$ cat config.mk
export PLATFORM = sky130hd
export DESIGN_NAME = fsm_seq_ctrl
export DESIGN_NICKNAME = d
export VERILOG_FILES = /design/src/rtl/fsm_pkg.sv /design/src/rtl/fsm_seq_mem.sv /design/src/rtl/fsm_seq_ctrl.sv
export SDC_FILE = /design/constraint.sdc
export NUM_CORES = 1
export LEC_CHECK = 0
export CORE_UTILIZATION = 55
export CTS_BUF_LIST = sky130_fd_sc_hd__clkbuf_8
export DETAILED_ROUTE_END_ITERATION = 10
export PLACE_DENSITY = 0.78
export SLEW_MARGIN = 20
export SYNTH_ARGS = -nofsm -noshare
export SYNTH_HDL_FRONTEND = slang
export SYNTH_SLANG_ARGS = --single-unit
$ cat constraint.sdc
create_clock -name clk_i -period 1.95 [get_ports clk_i]
set_input_delay 0.2925 -clock clk_i [delete_from_list [all_inputs] [get_ports clk_i]]
set_output_delay 0.2925 -clock clk_i [all_outputs]
set_load 0.1 [all_outputs]
$ cat src/rtl/fsm_pkg.sv
// Shared definitions for the pattern sequencer and its FSM: sequencer states,
// FSM output bit positions and codes, and pattern entry field layout.
package fsm_pkg;

    typedef enum logic [2:0] {
        StIdle  = 3'd0,
        StReset = 3'd1,
        StRun   = 3'd2,
        StDrain = 3'd3,
        StDone  = 3'd4
    } seq_state_e;

    // FSM output vector {o3,u8,U6,U9}
    localparam int unsigned OUT_W = 4;
    localparam int unsigned O3    = 3;
    localparam int unsigned U8    = 2;
    localparam int unsigned U6    = 1;
    localparam int unsigned U9    = 0;

    // Pattern entry layout: {a2, i2, expected outputs}
    localparam int unsigned ENTRY_W = 6;
    localparam int unsigned A2_B    = 5;
    localparam int unsigned I2_B    = 4;
    localparam int unsigned EXP_HI  = 3;
    localparam int unsigned EXP_LO  = 0;

    // Moore output codes of the FSM states
    localparam logic [OUT_W-1:0] OUT_C1 = 4'b1000;
    localparam logic [OUT_W-1:0] OUT_N7 = 4'b0000;
    localparam logic [OUT_W-1:0] OUT_C2 = 4'b1111;
    localparam logic [OUT_W-1:0] OUT_G1 = 4'b0110;
    localparam logic [OUT_W-1:0] OUT_E0 = 4'b0011;

endpackage

$ cat src/rtl/fsm_seq_mem.sv
// Pattern register file: synchronous write, asynchronous read, no reset so
// contents survive a sequencer reset.
module fsm_seq_mem
    import fsm_pkg::*;
#(
    parameter int unsigned ADDR_W = 4
) (
    input  logic               clk_i,
    input  logic               we_i,
    input  logic [ADDR_W-1:0]  waddr_i,
    input  logic [ENTRY_W-1:0] wdata_i,
    input  logic [ADDR_W-1:0]  raddr_i,
    output logic [ENTRY_W-1:0] rdata_o
);
    localparam int unsigned DEPTH = 2 ** ADDR_W;

    logic [ENTRY_W-1:0] mem_q [DEPTH];

    // Write port
    always_ff @(posedge clk_i) begin
        if (we_i) begin
            mem_q[waddr_i] <= wdata_i;
        end
    end

    assign rdata_o = mem_q[raddr_i];

endmodule

$ cat src/rtl/fsm_seq_ctrl.sv
// Pattern sequencer/checker: resets the FSM, steps it one stored vector per
// clock and counts output mismatches one cycle after each vector is applied.
module fsm_seq_ctrl
    import fsm_pkg::*;
#(
    parameter int unsigned ADDR_W = 4
) (
    input  logic               clk_i,
    input  logic               rst_i,
    input  logic               wr_en_i,
    input  logic [ADDR_W-1:0]  wr_addr_i,
    input  logic [ENTRY_W-1:0] wr_data_i,
    input  logic [ADDR_W:0]    len_i,
    input  logic               start_i,
    output logic               busy_o,
    output logic               done_o,
    output logic               pass_o,
    output logic [ADDR_W:0]    err_cnt_o,
    output logic [ADDR_W-1:0]  first_err_idx_o,
    output logic               fsm_rst_o,
    output logic               fsm_a2_o,
    output logic               fsm_i2_o,
    input  logic [OUT_W-1:0]   fsm_out_i
);
    localparam int unsigned DEPTH = 2 ** ADDR_W;
    localparam int unsigned LenW  = ADDR_W + 1;

    seq_state_e         state_q, state_d;
    logic [ADDR_W-1:0]  idx_q, idx_d;
    logic [LenW-1:0]    eff_len_q, eff_len_d;
    logic [OUT_W-1:0]   exp_q, exp_d;
    logic [ADDR_W-1:0]  cmp_idx_q, cmp_idx_d;
    logic               cmp_vld_q, cmp_vld_d;
    logic [LenW-1:0]    err_cnt_q, err_cnt_d;
    logic [ADDR_W-1:0]  first_err_q, first_err_d;
    logic               pass_q, pass_d;

    logic [ENTRY_W-1:0] rd_entry;
    logic [LenW-1:0]    len_clamped;
    logic               last_step;
    logic               mismatch;

    fsm_seq_mem #(
        .ADDR_W (ADDR_W)
    ) u_mem (
        .clk_i   (clk_i),
        .we_i    (wr_en_i && (state_q == StIdle)),
        .waddr_i (wr_addr_i),
        .wdata_i (wr_data_i),
        .raddr_i (idx_q),
        .rdata_o (rd_entry)
    );

    assign len_clamped = (len_i > LenW'(DEPTH)) ? LenW'(DEPTH) : len_i;
    assign last_step   = ({1'b0, idx_q} == (eff_len_q - LenW'(1)));
    assign mismatch    = cmp_vld_q && (fsm_out_i != exp_q);

    // State register
    always_ff @(posedge clk_i) begin
        if (rst_i) begin
            state_q <= StIdle;
        end else begin
            state_q <= state_d;
        end
    end

    // Next-state logic
    always_comb begin
        state_d = state_q;
        unique case (state_q)
            StIdle:  if (start_i) state_d = (len_clamped == '0) ? StDone : StReset;
            StReset: state_d = StRun;
            StRun:   if (last_step) state_d = StDrain;
            StDrain: state_d = StDone;
            StDone:  state_d = StIdle;
            default: state_d = StIdle;
        endcase
    end

    // Moore outputs and FSM drive
    always_comb begin
        busy_o   = 1'b0;
        done_o   = 1'b0;
        fsm_a2_o = 1'b0;
        fsm_i2_o = 1'b0;
        unique case (state_q)
            StReset, StDrain: busy_o = 1'b1;
            StRun: begin
                busy_o   = 1'b1;
                fsm_a2_o = rd_entry[A2_B];
                fsm_i2_o = rd_entry[I2_B];
            end
            StDone:  done_o = 1'b1;
            default: ;
        endcase
    end

    assign fsm_rst_o = rst_i | (state_q == StReset);

    // Datapath next state: stepping index, pending compare and result tally
    always_comb begin
        idx_d       = idx_q;
        eff_len_d   = eff_len_q;
        exp_d       = exp_q;
        cmp_idx_d   = cmp_idx_q;
        cmp_vld_d   = 1'b0;
        err_cnt_d   = err_cnt_q;
        first_err_d = first_err_q;
        pass_d      = pass_q;

        if (mismatch) begin
            err_cnt_d = err_cnt_q + LenW'(1);
            if (err_cnt_q == '0) begin
                first_err_d = cmp_idx_q;
            end
        end

        unique case (state_q)
            StIdle: begin
                if (start_i) begin
                    eff_len_d   = len_clamped;
                    idx_d       = '0;
                    err_cnt_d   = '0;
                    first_err_d = '0;
                    // A zero-length run goes straight to DONE and passes trivially
                    pass_d      = (len_clamped == '0);
                end
            end
            StRun: begin
                exp_d     = rd_entry[EXP_HI:EXP_LO];
                cmp_idx_d = idx_q;
                cmp_vld_d = 1'b1;
                idx_d     = idx_q + ADDR_W'(1);
            end
            // Last compare lands on the edge into DONE, so use its result here
            StDrain: pass_d = (err_cnt_d == '0);
            default: ;
        endcase
    end

    // Datapath registers
    always_ff @(posedge clk_i) begin
        if (rst_i) begin
            idx_q       <= '0;
            eff_len_q   <= '0;
            exp_q       <= '0;
            cmp_idx_q   <= '0;
            cmp_vld_q   <= 1'b0;
            err_cnt_q   <= '0;
            first_err_q <= '0;
            pass_q      <= 1'b0;
        end else begin
            idx_q       <= idx_d;
            eff_len_q   <= eff_len_d;
            exp_q       <= exp_d;
            cmp_idx_q   <= cmp_idx_d;
            cmp_vld_q   <= cmp_vld_d;
            err_cnt_q   <= err_cnt_d;
            first_err_q <= first_err_d;
            pass_q      <= pass_d;
        end
    end

    assign pass_o          = pass_q;
    assign err_cnt_o       = err_cnt_q;
    assign first_err_idx_o = first_err_q;

endmodule

==> flow_metrics.tcl, run 1 <==
set metrics [dict create \
    synth.distinct_cells 43 \
    cp_slowest_cell "mux4_2" \
    worst_skew_pair.late_latency_ns 0.44 \
    track_usage 0.222 \
    grt-ovfl-total 0 \
    peakVddDrop_v 0.000584 \
    syn_avg_cell_area_um2 15.1 \
    dieArea_um2 10100 \
    drt_wl_total_mm 10.9 \
    setup_ws_ns -0.617 \
    crit_path_max_fanout 6 \
    gp_congestion 0.795 \
    path_cells "buf_4, mux4_2, mux4_2, and2_4, buf_12" \
    clkTransAtPathRegs_ns 0.08 \
    ios 38 \
    grt_pass1_vias 3251 \
    drv_cap 0 \
    p_seq_frac 0.522 \
    die_height_um 100 \
    p_leak_uw 0.00231 \
    cts_buffers 17 \
    holdBufCountCts 0 \
    crit_buf_inv 2 \
    finalHoldViolCount 0 \
    drt_iter0_drc 234 \
    synth_edf_count 96 \
    die-width_um 100 \
    syn_to_final_growth_pct 24.0 \
    ys.flop_type "edfxtp_1" \
    syn_nets 378 \
    multi_input_area_um2 1660 \
    p_int_uw 4360 \
    dr.pass1.iters 5 \
    fp.coreArea_um2 9280 \
    p_sw_frac 0.258 \
    report.final.slew_viol_count 0 \
    num_rows 35 \
    fmax_ghz 0.390 \
    drc_errors 0 \
    synth_seq_cells 131 \
    drive_gt1_frac 0.304 \
    outcome "finished with violations" \
    power.density_nw_per_um2 892 \
    skew_ns 0.0133 \
    vias 3268 \
    wire_per_inst_um 18.8 \
    seqCellArea_um2 3590 \
    vias_per_cell 5.66 \
    fill_cells 644 \
    holdWs_ns 0.462 \
    final_cells 577 \
    grt_antenna_before_repair 0 \
    worstPathRequired_ns 1.66 \
    synth_area_um2 5310 \
    period_share 1.32 \
    cts_sinks 131 \
    cpMostUsedCell "mux4_2" \
    cp-start-kind "register" \
    rsz0062_at_grt "yes" \
    dp_hpwl_mm 7.02 \
    finalSetupViolCount 5 \
    final_antenna_net_count 0 \
    port_buffers 37 \
    diodes 0 \
    async_flop_share 0 \
    slew_headroom 0.573 \
    start_util 0.572 \
    yosysSeqAreaShare 0.674 \
    cts_tree "done" \
    cts.path.max_buffers 2 \
    final_util 0.710 \
    period_minus_slack_ns 2.57 \
    critPathKind "register to output pin" \
    combPwrFrac 0.096 \
    slowest_delay_ns 0.49 \
    hold_class "register to register" \
    postPlaceCellArea_um2 6060 \
    crit_path_end_kind "output pin" \
    violations "negative setup slack" \
    clkPwrFrac 0.383 \
    grt_max_degree 24 \
    cp_top_family "multiplexers" \
    grt_first_pass_wirelength_mm 16.0 \
    placed_cells 537 \
    cts_root_buf "clkbuf_8" \
    max_slew.worst_pin.slew_ns 0.639 \
    htreeDepth 4 \
    final_area_um2 6590 \
    cp.arrival_ns 2.27 \
    nNetsFinal 462 \
    netSwitchingPower_uw 1520 \
    ys_warn_count 0 \
    syn_inst 351 \
]
registers in the layout (all words and copies together), names as in the netlist, named ones only:
name and count:
idx_q 4, u_mem.mem_q 96, eff_len_q 5, exp_q 4
first_err_idx_o 4, err_cnt_o 5, cmp_vld_q 1, cmp_idx_q 4
pass_o 1, state_q 3
layout make-up:
class / instances / share of cell area
sequential: 131 / 0.545
multi-input combinational: 198 / 0.252
clock inverter: 15 / 0.0241
timing repair buffer: 82 / 0.116
tap: 129 / 0.0245
inverter: 5 / 0.00285
clock buffer: 17 / 0.0355
logic make-up (layout without fill, tap and decap cells):
family,count (synthesis),after routing,share of synthesized area
flops,131,131,0.674
simple gates,110,110,0.100
compound gates,40,40,0.0478
mux,31,31,0.126
buf+inv,22,119,0.0214
xor+xnor,13,13,0.0214
fa+ha+maj,4,4,0.00942
cells in the final DEF (no fill, tap or decap), drive strengths merged, types with 8 or more instances in the layout:
cell,n
a21oi,21
a22oi,8
buf,59
clkbuf,18
clkdlybuf4s50,22
dfxtp,35
edfxtp,96
inv,15
mux4,26
nand2,28
nor2,39
nor3,10
xor2,9
cell usage after synthesis, types with 2 or more instances:
cell       n  area share
nand3_1    4      0.0038
nand4_1    3      0.0035
a22oi_1    8       0.011
edfxtp_1  96        0.54
dfxtp_1   35        0.13
nor3_1     9      0.0085
inv_1      5      0.0035
and2_1     5      0.0059
buf_2      6      0.0057
o21ai_0    3      0.0028
nor2_1    39       0.028
mux4_1     8       0.040
a21oi_1   21       0.020
nand2_1   28       0.020
xnor2_1    4      0.0066
mux2i_1    4      0.0075
ha_1       4      0.0094
xor2_1     9       0.015
nand3b_1   5      0.0071
mux4_2    18       0.076
nor2b_1    2      0.0024
nand2b_1   4      0.0047
clkbuf_1   9      0.0064
nand4b_1   2      0.0033
nor3b_1    2      0.0028
routing by layer:
layer  track usage  vias up  part of all wire  routed length [um]
li1              -     1516                 -                   -
met1         0.266     1601              0.40                4310
met3        0.0696       22             0.066                 720
met4         0.107        0             0.031                 334
met2         0.368      129              0.51                5490
met5             0        -                 0                   0
worst paths after layout:
path / to / start / slack [ns] / depth (start not counted)
worst max register to register: exp_q[2]$_SDFFE_PP0P_ / register / -0.05 / 8
worst min register to register: cmp_idx_q[3]$_SDFFE_PP0P_ / cmp_idx_q[3]$_SDFFE_PP0P_ / 0.46 / 2
worst min-delay path: cmp_idx_q[3]$_SDFFE_PP0P_ / cmp_idx_q[3]$_SDFFE_PP0P_ / 0.46 / 2
worst max-delay path: fsm_a2_o / register / -0.62 / 5
what timing repair did:
item,in CTS,in global routing
setup buffers,3,4
pin swaps,0,1
gates resized for setup,4,17
cloned,0,1
endpoints found under the setup margin,6,9
worst min-delay path, cell delays in order, from the launching register on:
cell and delay (ns):
dfxtp_1 0.31, nand2_1 0.05, a21oi_1 0.05
power by group through the flow:
stage               registers, uW  logic (uW)  clock network, uW
floorplan                    3130         303                  0
global placement             3130         498                  0
detailed placement           3130         512                  0
CTS                          3060         528               2280
global route                 3070         600               2410
finish                       3060         562               2250
per-stage QoR:
| step | power (uW) | setup WS, ns | setup TNS, ns |
|---|---|---|---|
| floorplan | 3440 | -0.0996 | -0.199 |
| CTS | 5870 | -0.648 | -1.39 |
| global placement | 3630 | -0.194 | -0.795 |
| global route | 6080 | -0.692 | -1.72 |
| detailed placement | 3640 | -0.222 | -1.22 |
| finish | 5880 | -0.617 | -1.30 |
No activity file was read; power rests on OpenSTA's default activity.
==> inputs of run 2 (changes only) <==
Settings changed: CORE_MARGIN set to 2.
==> run 2 against run 1 <==
The flow still finishes with violations (negative setup slack). Worst hold slack lost 0.0084 ns. Via count grew 0.24%. Total power shrank 1.5%. Critical path type unchanged. Largest cell class unchanged.
==> flow_metrics.tcl, run 2 (synthesis results as in run 1) <==
set metrics [dict create \
    drt_wl_total_mm 10.9 \
    track_usage 0.221 \
    slowest_delay_ns 0.49 \
    dieArea_um2 10500 \
    cts.path.max_buffers 2 \
    cts_sinks 131 \
    final_util 0.702 \
    hold_start "cmp_idx_q[0]$_SDFFE_PP0P_" \
    final_area_um2 6550 \
    regMostFlops "u_mem.mem_q" \
    period_minus_slack_ns 2.53 \
    postPlaceCellArea_um2 6090 \
    worstPathRequired_ns 1.66 \
    dr.pass1.iters 4 \
    grt-ovfl-total 0 \
    final_cells 573 \
    worst_skew_pair.late_latency_ns 0.43 \
    grt_pass1_vias 3172 \
    fmax_ghz 0.395 \
    drc_errors 0 \
    dp_hpwl_mm 7.34 \
    max_slew.worst_pin.slew_ns 0.580 \
    placed_cells 539 \
    cp_slowest_cell "mux4_2" \
    peakVddDrop_v 0.000567 \
    hold_class "register to register" \
    vias 3276 \
    crit_buf_inv 2 \
    cpMostUsedCell "mux4_2" \
    final_antenna_net_count 0 \
    cts_buffers 17 \
    cts_root_buf "clkbuf_8" \
    power.density_nw_per_um2 883 \
    die_height_um 102 \
    htreeDepth 4 \
    report.final.slew_viol_count 0 \
    fill_cells 633 \
    clkTransAtPathRegs_ns 0.08 \
    period_share 1.30 \
    die-width_um 102 \
    tns_ns -1.56 \
    p_leak_uw 0.00229 \
    finalSetupViolCount 6 \
    drt_iter0_drc 226 \
    num_rows 35 \
    cp_top_family "multiplexers" \
    syn_to_final_growth_pct 23.3 \
    wire_per_inst_um 19.1 \
    violations "negative setup slack" \
    finalHoldViolCount 0 \
    cp-start-kind "register" \
    drive_gt1_frac 0.284 \
    layout_commonest_cell "edfxtp_1" \
    slew_headroom 0.612 \
    ios 38 \
    setup_ws_ns -0.579 \
    crit_path_end_kind "output pin" \
    rsz0062_at_grt "yes" \
    drv_cap 0 \
    fp.coreArea_um2 9330 \
    grt_max_degree 24 \
    cts_tree "done" \
    critPathKind "register to output pin" \
    post-place-ws_ns -0.216 \
    path_cells "buf_6, mux4_2, mux4_2, and2_4, buf_12" \
    grt_first_pass_wirelength_mm 16.5 \
    start_util 0.570 \
    largest_reg_flops 96 \
    vias_per_cell 5.72 \
    skew_ns 0.0187 \
    diodes 0 \
    crit_path_max_fanout 5 \
    final_cell_mix "edfxtp_1 (96), buf_4 (48), nor2_1 (37)" \
    nNetsFinal 458 \
    gp_congestion 0.839 \
    port_buffers 37 \
    outcome "finished with violations" \
    cp.arrival_ns 2.24 \
    grt_antenna_before_repair 0 \
]
[run 2: changes by cell type in the layout (fill, tap and decap cells not counted), moves of 2 or more]
cell and change:
a22oi_1 +7, a22oi_2 -7, buf_4 -4, clkinv_1 +2, dfxtp_1 -2, dfxtp_2 +2
inv_8 -2, mux4_1 +4, mux4_2 -4, nor3_2 +2
[run 2: per-stage QoR]
| stage | hold slack, ns | total power (uW) |
|---|---|---|
| 6_report | 0.454 | 5790 |
| 4_1_cts | 0.458 | 5790 |
| 2_1_floorplan | 0.361 | 3440 |
| 5_1_grt | 0.479 | 5980 |
| 3_3_place_gp | 0.445 | 3630 |
| 3_5_place_dp | 0.448 | 3640 |
[run 2: worst reg2reg max path, stage by stage, from the launching register on]
cell and delay [ns]:
dfxtp_4 0.41, buf_6 0.13, buf_4 0.30, mux4_1 0.67
a22oi_1 0.22, a21oi_1 0.09, a21oi_1 0.13, nor2_1 0.05
[run 2: final timing paths]
kind / end / slack [ns] / cells past startpoint
setup / recovery: fsm_i2_o / -0.58 / 5
hold / removal: cmp_idx_q[0]$_SDFFE_PP0P_ / 0.45 / 2
setup reg to reg: exp_q[2]$_SDFFE_PP0P_ / -0.14 / 7
hold reg to reg: cmp_idx_q[0]$_SDFFE_PP0P_ / 0.45 / 2
[run 2: layer usage]
metal / GRT usage / wire [um] / vias up
met2: 0.347 / 5280 / 145
li1: - / - / 1505
met4: 0.111 / 353 / 0
met1: 0.288 / 4560 / 1606
met5: 0 / 0 / -
met3: 0.0575 / 744 / 20
[run 2: final cells by class]
type | count | area [um^2] | share of cell area
clock buffer | 17 | 234 | 0.0357
multi-input combinational | 198 | 1670 | 0.254
timing repair buffer | 78 | 732 | 0.112
clock inverter | 15 | 146 | 0.0223
sequential | 131 | 3590 | 0.548
inverter | 5 | 18.8 | 0.00286
tap | 129 | 161 | 0.0246
[run 2: what timing repair did]
| item | 4_1_cts | 5_1_grt |
|---|---|---|
| resized for setup | 6 | 9 |
| pin swaps | 2 | 4 |
| hold buffers | 0 | 0 |
| setup endpoints to repair | 10 | 13 |
| hold endpoints to repair | 0 | 0 |
| buffers inserted | 3 | 1 |
[run 2: report_power, final]
part	leakage [uW]	internal, uW	switching (uW)
clock	0.000191	1040	1140
combinational	0.000950	242	296
sequential	0.00115	3030	31.1
